File: src/rtl/uart_pkg.sv
// Shared types and constants for the UART/ALU sequencer.
// State encoding, default widths and ALU opcodes.
package uart_pkg;

   localparam int NBIT_DATA_DEF = 8;
   localparam int NBIT_OP_DEF   = 6;

   typedef enum logic [2:0] {
      ST_WAIT_A  = 3'd0,
      ST_WAIT_B  = 3'd1,
      ST_WAIT_OP = 3'd2,
      ST_EXEC    = 3'd3,
      ST_SEND    = 3'd4,
      ST_WAIT_TX = 3'd5
   } state_t;

   localparam logic [5:0] OP_ADD = 6'h20;
   localparam logic [5:0] OP_SUB = 6'h22;
   localparam logic [5:0] OP_AND = 6'h24;
   localparam logic [5:0] OP_OR  = 6'h25;
   localparam logic [5:0] OP_XOR = 6'h26;
   localparam logic [5:0] OP_SRA = 6'h03;
   localparam logic [5:0] OP_SRL = 6'h02;
   localparam logic [5:0] OP_NOR = 6'h27;

endpackage

File: src/rtl/uart_ctrl_timeout.sv
// Inter-byte timeout counter for the UART/ALU sequencer.
// Used only when UART_ALU_CTRL_TIMEOUT_EN is defined.
module uart_ctrl_timeout #(
   parameter int TICKS = 40000000
) (
   input  logic CLK,
   input  logic reset,
   input  logic clr,
   input  logic en,
   output logic expire
);

   localparam int W = ($clog2(TICKS) > 0) ? $clog2(TICKS) : 1;
   localparam logic [W-1:0] LAST = W'(TICKS - 1);

   logic [W-1:0] cnt;

   always_ff @(posedge CLK) begin
      if (reset || clr) begin
         cnt <= '0;
      end else if (en) begin
         cnt <= cnt + 1'b1;
      end
   end

   // a byte arriving on the expiry cycle clears, so it wins
   assign expire = en && !clr && (cnt == LAST);

endmodule

File: src/rtl/uart_alu_ctrl.sv
// Frame sequencer: RX bytes A, B, opcode -> ALU -> TX result.
// Optional inter-byte timeout: define UART_ALU_CTRL_TIMEOUT_EN.
module uart_alu_ctrl
   import uart_pkg::*;
#(
   parameter int NBIT_DATA     = NBIT_DATA_DEF,
   parameter int NBIT_OP       = NBIT_OP_DEF,
   parameter int TIMEOUT_TICKS = 40000000
) (
   input  logic                 CLK,
   input  logic                 reset,
   input  logic                 rx_done_tick,
   input  logic [NBIT_DATA-1:0] rx_data,
   input  logic                 tx_done_tick,
   input  logic [NBIT_DATA-1:0] alu_result,
   output logic [NBIT_DATA-1:0] alu_a,
   output logic [NBIT_DATA-1:0] alu_b,
   output logic [NBIT_OP-1:0]   alu_op,
   output logic                 tx_start,
   output logic [NBIT_DATA-1:0] tx_data,
   output logic                 busy,
   output logic                 overrun,
   output logic                 timeout
);

   state_t state;
   logic   expire;

   assign busy = (state == ST_EXEC) || (state == ST_SEND) ||
                 (state == ST_WAIT_TX);

`ifdef UART_ALU_CTRL_TIMEOUT_EN
   logic tmo_en;
   logic tmo_clr;

   assign tmo_en  = (state == ST_WAIT_B) || (state == ST_WAIT_OP);
   assign tmo_clr = rx_done_tick || !tmo_en;

   uart_ctrl_timeout #(
      .TICKS (TIMEOUT_TICKS)
   ) u_timeout (
      .CLK    (CLK),
      .reset  (reset),
      .clr    (tmo_clr),
      .en     (tmo_en),
      .expire (expire)
   );
`else
   // partial frames never expire
   assign expire = 1'b0 & (TIMEOUT_TICKS != 0);
`endif

   always_ff @(posedge CLK) begin
      if (reset) begin
         state    <= ST_WAIT_A;
         alu_a    <= '0;
         alu_b    <= '0;
         alu_op   <= '0;
         tx_data  <= '0;
         tx_start <= 1'b0;
         overrun  <= 1'b0;
         timeout  <= 1'b0;
      end else begin
         tx_start <= 1'b0;
         timeout  <= 1'b0;
         overrun  <= rx_done_tick && busy;
         case (state)
            ST_WAIT_A: begin
               if (rx_done_tick) begin
                  alu_a <= rx_data;
                  state <= ST_WAIT_B;
               end
            end
            ST_WAIT_B: begin
               if (rx_done_tick) begin
                  alu_b <= rx_data;
                  state <= ST_WAIT_OP;
               end else if (expire) begin
                  state   <= ST_WAIT_A;
                  timeout <= 1'b1;
               end
            end
            ST_WAIT_OP: begin
               if (rx_done_tick) begin
                  alu_op <= rx_data[NBIT_OP-1:0];
                  state  <= ST_EXEC;
               end else if (expire) begin
                  state   <= ST_WAIT_A;
                  timeout <= 1'b1;
               end
            end
            // registered start lands in SEND together with tx_data
            ST_EXEC: begin
               tx_data  <= alu_result;
               tx_start <= 1'b1;
               state    <= ST_SEND;
            end
            ST_SEND: begin
               state <= ST_WAIT_TX;
            end
            ST_WAIT_TX: begin
               if (tx_done_tick) begin
                  state <= ST_WAIT_A;
               end
            end
            default: begin
               state <= ST_WAIT_A;
            end
         endcase
      end
   end

endmodule

File: config.mk
export PLATFORM = sky130hd
export DESIGN_NAME = uart_alu_ctrl
export DESIGN_NICKNAME = d
export VERILOG_FILES = /design/src/rtl/uart_pkg.sv /design/src/rtl/uart_ctrl_timeout.sv /design/src/rtl/uart_alu_ctrl.sv
export SDC_FILE = /design/constraint.sdc
export NUM_CORES = 1
export LEC_CHECK = 0
export ABC_AREA = 1
export BUFFER_PORTS_ARGS = -buffer_cell sky130_fd_sc_hd__buf_2
export CORE_ASPECT_RATIO = 1.25
export CORE_MARGIN = 1.5
export CORE_UTILIZATION = 45
export DETAILED_ROUTE_END_ITERATION = 10
export PLACE_DENSITY = 0.82
export SLEW_MARGIN = 10
export SYNTH_ARGS = -nofsm -noshare
export SYNTH_HDL_FRONTEND = slang
export SYNTH_SLANG_ARGS = --single-unit
File: constraint.sdc
create_clock -name CLK -period 1.9 [get_ports CLK]
set_input_delay 0.19 -clock CLK [delete_from_list [all_inputs] [get_ports CLK]]
set_output_delay 0.19 -clock CLK [all_outputs]
set_load 0.02 [all_outputs]
==> results of run 1 <==
-- flip-flops by register name (all words and copies together), names as in the netlist --
name,cells
alu_b,8
tx_data,8
tx_start,1
overrun,1
alu_op,6
alu_a,8
state,3
-- logic make-up after synthesis --
group | share of synthesized area [%]
other | 0.277
AO/OA/AOI/OAI | 12.8
AND/OR/NAND/NOR | 29.8
buffers and inverters | 5.36
flip-flops | 51.7
-- metal layers --
metal / global-route usage, % / routed length [um] / up-vias / share of wire, %
met5: 0 / 0 / - / 0
met4: 8.88 / 58 / 0 / 2.0
met3: 7.01 / 173 / 6 / 6.0
met2: 32.3 / 1480 / 33 / 51
met1: 22.2 / 1190 / 549 / 41
li1: - / - / 666 / -
-- cell type report --
type | instances | area share [%]
Multi-Input combinational cell | 122 | 34.6
Tap cell | 36 | 2.68
Sequential cell | 35 | 41.8
Timing Repair Buffer | 52 | 15.5
Clock inverter | 2 | 0.745
Clock buffer | 6 | 2.46
Inverter | 10 | 2.23
-- cell usage after synthesis --
library cell / instances / area share (%)
nor2_1: 50 / 14
dfxtp_1: 35 / 52
o21ai_0: 22 / 8.1
nand3_1: 15 / 5.5
nand2_1: 13 / 3.6
a21oi_1: 11 / 4.1
inv_1: 7 / 1.9
inv_2: 3 / 0.83
nand2_2: 3 / 1.4
clkbuf_1: 2 / 0.55
nor2_8: 2 / 3.0
a21oi_2: 1 / 0.65
buf_1: 1 / 0.28
buf_2: 1 / 0.37
buf_4: 1 / 0.55
buf_6: 1 / 0.83
conb_1: 1 / 0.28
nand3_2: 1 / 0.74
nand4_1: 1 / 0.46
nor2_2: 1 / 0.46
nor2_4: 1 / 0.83
-- repair_timing --
action,in CTS,in global routing
setup buffers,0,0
gates resized for setup,0,1
setup endpoints to repair,0,1
-- where the power goes --
group / total, W / internal, W / switching (W)
Sequential: 0.000850 / 0.000801 / 0.0000498
Clock: 0.000387 / 0.000143 / 0.000245
Combinational: 0.000365 / 0.000124 / 0.000241
-- how the worst max path moves through the flow --
stage               startpoint   end  slack [ps]  depth (start not counted)
floorplan             state[1]  busy         720                          5
global placement      state[1]  busy         510                          5
detailed placement    state[1]  busy         470                          5
CTS                   state[1]  busy          80                          5
global route          state[0]  busy         120                          5
finish                state[0]  busy         240                          5
-- per-stage QoR --
| stage | worst slack (ps) | util [%] |
|---|---|---|
| after floorplan | 724 | - |
| after global placement | 511 | 56.2 |
| after detailed placement | 467 | 56.2 |
| after CTS | 82.6 | 58.1 |
| after global routing | 123 | 58.1 |
| final | 235 | 58.1 |
-- critical path, delay by kind of cell, from the launching register on --
| family | cells | cell delay (ps) |
|---|---|---|
| AOI/OAI and AO/OA | 1 | 50 |
| buffers and inverters | 1 | 160 |
| DFF | 1 | 490 |
| and+or+nand+nor | 3 | 430 |
==> qor_table.md, run 1 <==
| Result | Reported |
|---|---|
| Setup Total Neg Slack | 0 ps |
| Area of placed instances | 1630 um^2 |
| Share of layout cells above drive strength 1 | 31.7% |
| Worst-path cell with the longest stage delay | dfxtp_1 |
| Critical path startpoint category | register |
| Post-layout minimum cycle time | 1660 ps |
| Total global routing track utilization | 19.6% |
| #FFs+latches synth | 35 |
| Die width | 52.1 um |
| Synth cell types | 21 |
| CTS sink count | 35 |
| Arrival time at the worst endpoint | 1470 ps |
| Final Non-Filler Cells | 263 |
| Hold Crit Class | in -> reg |
| Mapped Area | 1360 um^2 |
| Worst reg2reg setup slack | 630 ps |
| Setup repair after global routing missed its margin | no |
| Final Skew | 6.39 ps |
| Global placer's final weighted congestion | 0.873 |
| Count of antenna diodes in the layout | 0 |
| Area inside the core boundary | 2890 um^2 |
| Worst hold start | alu_result[5] |
| First-pass GRT wire length | 4840 um |
| Reg2Reg Depth | 5 |
| Total number of vias | 1254 |
| Synthesis warning total | 0 |
| Number of violations reported at the end of detailed-routing iteration 0 | 32 |
| Final Hold Fails | 0 |
| Average instance area after synthesis | 7.83 um^2 |
| Die footprint | 3350 um^2 |
| Endpoint kind of the worst setup timing path | output port |
| Routed Wire Length | 2900 um |
| Number of antenna violations at the first check in global routing | 0 |
| Ports | 54 |
| Number of buffers created by CTS | 5 |
| CTS H-Tree Depth | 2 |
| Pwr Total | 0.00160 W |
| DRC Markers | 0 |
| Pin count of the biggest net entering global routing | 25 |
| Result of the run | finished, final reports clean |
| Syn Nets | 193 |
| Number of nets in the finished design | 246 |
| Worst setup path category | reg -> out |
| Worst ir drop on vdd | 675 uV |
| Final Cell Area | 1680 um^2 |
| Final cycle utilization of the critical path | 87.6% |
| Crit path cell chain | nand2_2 > nor2_8 > a21oi_2 > nand2_1 > buf_2 |
| Router iterations before antenna repair | 4 |
| Worst-skew pair later-pin latency | 340 ps |
| TritonCTS clock tree | built |
| Number of fill cells in the layout | 305 |
| Area of combinational cells with multiple inputs | 582 um^2 |
| Slowest stage delay, CP | 490 ps |
| CTS Hold Bufs | 0 |
| Remaining antenna violation count after routing | 0 |
| Crit Path Max Fanout | 10 |
| Peak clock frequency supported by timing | 601 MHz |
| Via count of the first global-routing pass | 1107 |
| Synthesized instance count | 173 |
| Headroom to the max-slew limit | 62.0% |
| Worst hold path depth | 3 |
| GR Overflow Total | 0 |
| Launch point of the worst reg-to-reg path | state[2] |
| DP Cell Count | 255 |
| Synth-to-layout area growth | 24.0% |
| Wire per inst | 11.0 um |
| Worst-path clk slew | 110 ps |
| Clk Tree Root Cell | clkbuf_4 |
| Seq. cell area | 702 um^2 |
| HPWL after detailed placement | 2150 um |
| Initial core utilization | 46.9% |
| Actual transition at the worst max-transition pin | 569 ps |
| Number of pins with negative max-slew slack in the final report | 0 |
| Tightest hold margin | 67.6 ps |
| CTS Buffer Depth | 2 |
| Hold path endpoint | tx_data[5] |
| Fraction of the yosys area taken by sequential cells | 51.7% |
| Data required time of the worst path | 1710 ps |
| Worst flop-to-flop path endpoint | alu_a[2] |
| Chip Height | 64.4 um |
| Total power density per cell area | 954 nW/um^2 |
| Final setup violating endpoints | 0 |
| Average vias per placed instance | 4.77 |
| Most frequent cells in the layout | 52 x buf_2, 50 x nor2_1, 34 x dfxtp_1 |
| Number of core rows | 22 |
| Port buffer count | 52 |
| Static leakage power | 0.829 nW |
| Most common cell after layout, fill and taps aside | buf_2 |
| Maxcap violations | 0 |
(Power assumes the default switching activity.)
==> run 2: changes to the inputs <==
--- a/config.mk
+++ b/config.mk
@@ -11,7 +11,7 @@
 export CORE_MARGIN = 1.5
 export CORE_UTILIZATION = 45
 export DETAILED_ROUTE_END_ITERATION = 10
-export PLACE_DENSITY = 0.82
+export PLACE_DENSITY = 0.83
 export SLEW_MARGIN = 10
 export SYNTH_ARGS = -nofsm -noshare
 export SYNTH_HDL_FRONTEND = slang
==> run 2 against run 1 <==
  * Setup slack got worse by 12 ps
  * Routed wire length down 1.3%
  * Fmax fell by 0.72%
  * Sequential cell count stayed put
  * Sequential power is essentially flat
  * Worst hold slack worse by 1.6 ps
  * Clock skew is 3.5 ps lower
  * Highest routed layer unchanged
  * Largest cell class unchanged
==> qor_table.md, run 2 (synthesized netlist as in run 1, its figures left out) <==
| Result | Reported | Delta |
|---|---|---|
| Crit path cell chain | nand2_2 > nor2_8 > a21oi_2 > nand2_1 > buf_2 |  |
| Pin count of the biggest net entering global routing | 25 | unchanged |
| Result of the run | finished, final reports clean |  |
| Capturing element of the worst setup path | busy |  |
| Setup Total Neg Slack | 0 ps | unchanged |
| Worst-path clk slew | 100 ps | about the same |
| Final cycle utilization of the critical path | 88.2% | +0.63 points |
| Router iterations before antenna repair | 4 | unchanged |
| Wire per inst | 10.9 um | -1.3% |
| Met1 usage | 19.0% | -3.2 points |
| Switching Share | 33.1% | -0.29 points |
| Routed Wire Length | 2860 um | -1.3% |
| Actual transition at the worst max-transition pin | 557 ps | -12.1 ps |
| GR Overflow Total | 0 | unchanged |
| Die footprint | 3350 um^2 | unchanged |
| Final setup violating endpoints | 0 | unchanged |
| Combinational group share of total power | 22.9% | about the same |
| Total number of vias | 1262 | +0.64% |
| Area of placed instances | 1630 um^2 | unchanged |
| Met3 global-route usage | 7.94% | +0.93 points |
| Pwr Total | 0.00160 W | -0.31% |
| Synth-to-layout area growth | 23.7% |  |
| CTS Buffer Depth | 2 | unchanged |
| Critical path startpoint category | register |  |
| CTS sink count | 35 | unchanged |
| Reg2Reg Depth | 5 | unchanged |
| Number of antenna violations at the first check in global routing | 0 | unchanged |
| Initial core utilization | 46.9% | unchanged |
| P_sw | 0.000529 W | -1.2% |
| Endpoint kind of the worst setup timing path | output port |  |
| Worst flop-to-flop path endpoint | alu_a[7] |  |
| CTS H-Tree Depth | 2 | unchanged |
| TritonCTS clock tree | built |  |
| Worst setup path category | reg -> out |  |
| Seq. cell area | 702 um^2 | unchanged |
| Chip Height | 64.4 um | unchanged |
| Worst Setup SP | state[0] |  |
| Hold Crit Class | in -> reg |  |
| Arrival time at the worst endpoint | 1490 ps | +20 ps |
| Setup bufs post-CTS | 0 | unchanged |
| Area of combinational cells with multiple inputs | 582 um^2 | unchanged |
| Share of layout cells above drive strength 1 | 31.3% | -0.44 points |
| Cts repair resizes | 0 | unchanged |
| Total power density per cell area | 953 nW/um^2 | about the same |
| Number of core rows | 22 | unchanged |
| Final Cell Area | 1680 um^2 | -0.22% |
| Average vias per placed instance | 4.80 | +0.64% |
| Maxcap violations | 0 | unchanged |
| Number of violations reported at the end of detailed-routing iteration 0 | 24 | -25% |
| Area inside the core boundary | 2890 um^2 | unchanged |
| Launch point of the worst reg-to-reg path | state[2] |  |
| Via count of the first global-routing pass | 1141 | +3.1% |
| Worst reg2reg setup slack | 630 ps | about the same |
| Remaining antenna violation count after routing | 0 | unchanged |
| HPWL after detailed placement | 2060 um | -4.0% |
| Data required time of the worst path | 1710 ps | about the same |
| Final Skew | 2.87 ps | -3.52 ps |
| DRC Markers | 0 | unchanged |
| Registers with the most flip-flops | alu_a x8, alu_b x8, tx_data x8 |  |
| Setup repair after global routing missed its margin | no |  |
| Number of nets in the finished design | 246 | unchanged |
| CTS Hold Bufs | 0 | unchanged |
| Post-layout minimum cycle time | 1680 ps | +12.0 ps |
| Headroom to the max-slew limit | 62.8% | +0.81 points |
| Internal cell power | 0.00107 W | +0.13% |
| Slowest stage delay, CP | 490 ps | about the same |
| Final Hold Fails | 0 | unchanged |
| Clk Tree Root Cell | clkbuf_4 |  |
| Clock power frac | 24.0% | -0.2 points |
| Number of pins with negative max-slew slack in the final report | 0 | unchanged |
| Global placer's final weighted congestion | 0.860 | -1.5% |
| Peak clock frequency supported by timing | 596 MHz | -0.72% |
| Worst slack after detailed placement | 480 ps | +12.5 ps |
| Sequential power share | 53.1% | about the same |
| Crit Path Max Fanout | 10 | unchanged |
| Number of fill cells in the layout | 307 | +0.66% |
| Worst ir drop on vdd | 548 uV | -19% |
| Most frequent cells in the layout | 52 x buf_2, 50 x nor2_1, 34 x dfxtp_1 |  |
| Worst hold start | alu_result[7] |  |
| Static leakage power | 0.830 nW | +0.12% |
| Die width | 52.1 um | unchanged |
| Port buffer count | 52 | unchanged |
| Worst-skew pair later-pin latency | 340 ps | about the same |
| Number of buffers created by CTS | 5 | unchanged |
| First-pass GRT wire length | 4580 um | -5.3% |
| Total global routing track utilization | 18.6% | -0.99 points |
| Global-route layer with the greatest usage | met2 |  |
| Most common cell after layout, fill and taps aside | buf_2 |  |
| Ports | 54 | unchanged |
| Count of antenna diodes in the layout | 0 | unchanged |
| Met2 track demand over resource | 30.9% | -1.4 points |
| Setup slack after layout | 223 ps | -12.0 ps |
| Worst-path cell with the longest stage delay | dfxtp_1 |  |
run 2: cell types whose count changed in the layout (fill, tap and decap cells not counted):
cell	before	now
clkinvlp_4	1	0
clkbuf_1	1	2
run 2: critical path: cells and delay by family, from the launching register on:
kind,cells,cell delay [ps]
buffers and inverters,1,160
AND/OR/NAND/NOR,3,440
AO/OA/AOI/OAI,1,50
flip-flops,1,490
run 2: layout make-up:
| cell class | count | area share (%) |
|---|---|---|
| clock buffer | 7 | 2.69 |
| clock inverter | 1 | 0.299 |
| inverter | 10 | 2.24 |
| multi-input combinational | 122 | 34.7 |
| sequential | 35 | 41.9 |
| tap | 36 | 2.69 |
| timing repair buffer | 52 | 15.5 |
run 2: worst min path at each step:
stage,end,slack (ps),cells past startpoint
2_1_floorplan,tx_data[0],320,2
3_3_place_gp,tx_data[7],410,3
3_5_place_dp,tx_data[7],420,3
4_1_cts,tx_data[7],60,3
5_1_grt,tx_data[5],60,3
6_report,tx_data[7],70,3
run 2: layer usage:
metal,share of wire (%),vias to the layer above
li1,-,663
met1,42,558
met2,50,35
met3,6.5,6
met4,2.2,0
met5,0,-
run 2: power by group through the flow:
stage               clock network [W]  registers, W  logic (W)
floorplan                           0      0.000922   0.000198
global placement                    0      0.000863   0.000363
detailed placement                  0      0.000865   0.000368
CTS                          0.000392      0.000848   0.000368
global route                 0.000427      0.000856   0.000408
finish                       0.000383      0.000849   0.000365
run 2: stage by stage:
step / util, % / instances / hold slack [ps]
final: 58.0 / 263 / 66.0
after detailed placement: 56.2 / 255 / 421
after global routing: 58.0 / 263 / 58.9
after global placement: 56.2 / 255 / 410
after CTS: 58.0 / 263 / 57.0
after floorplan: - / 173 / 325
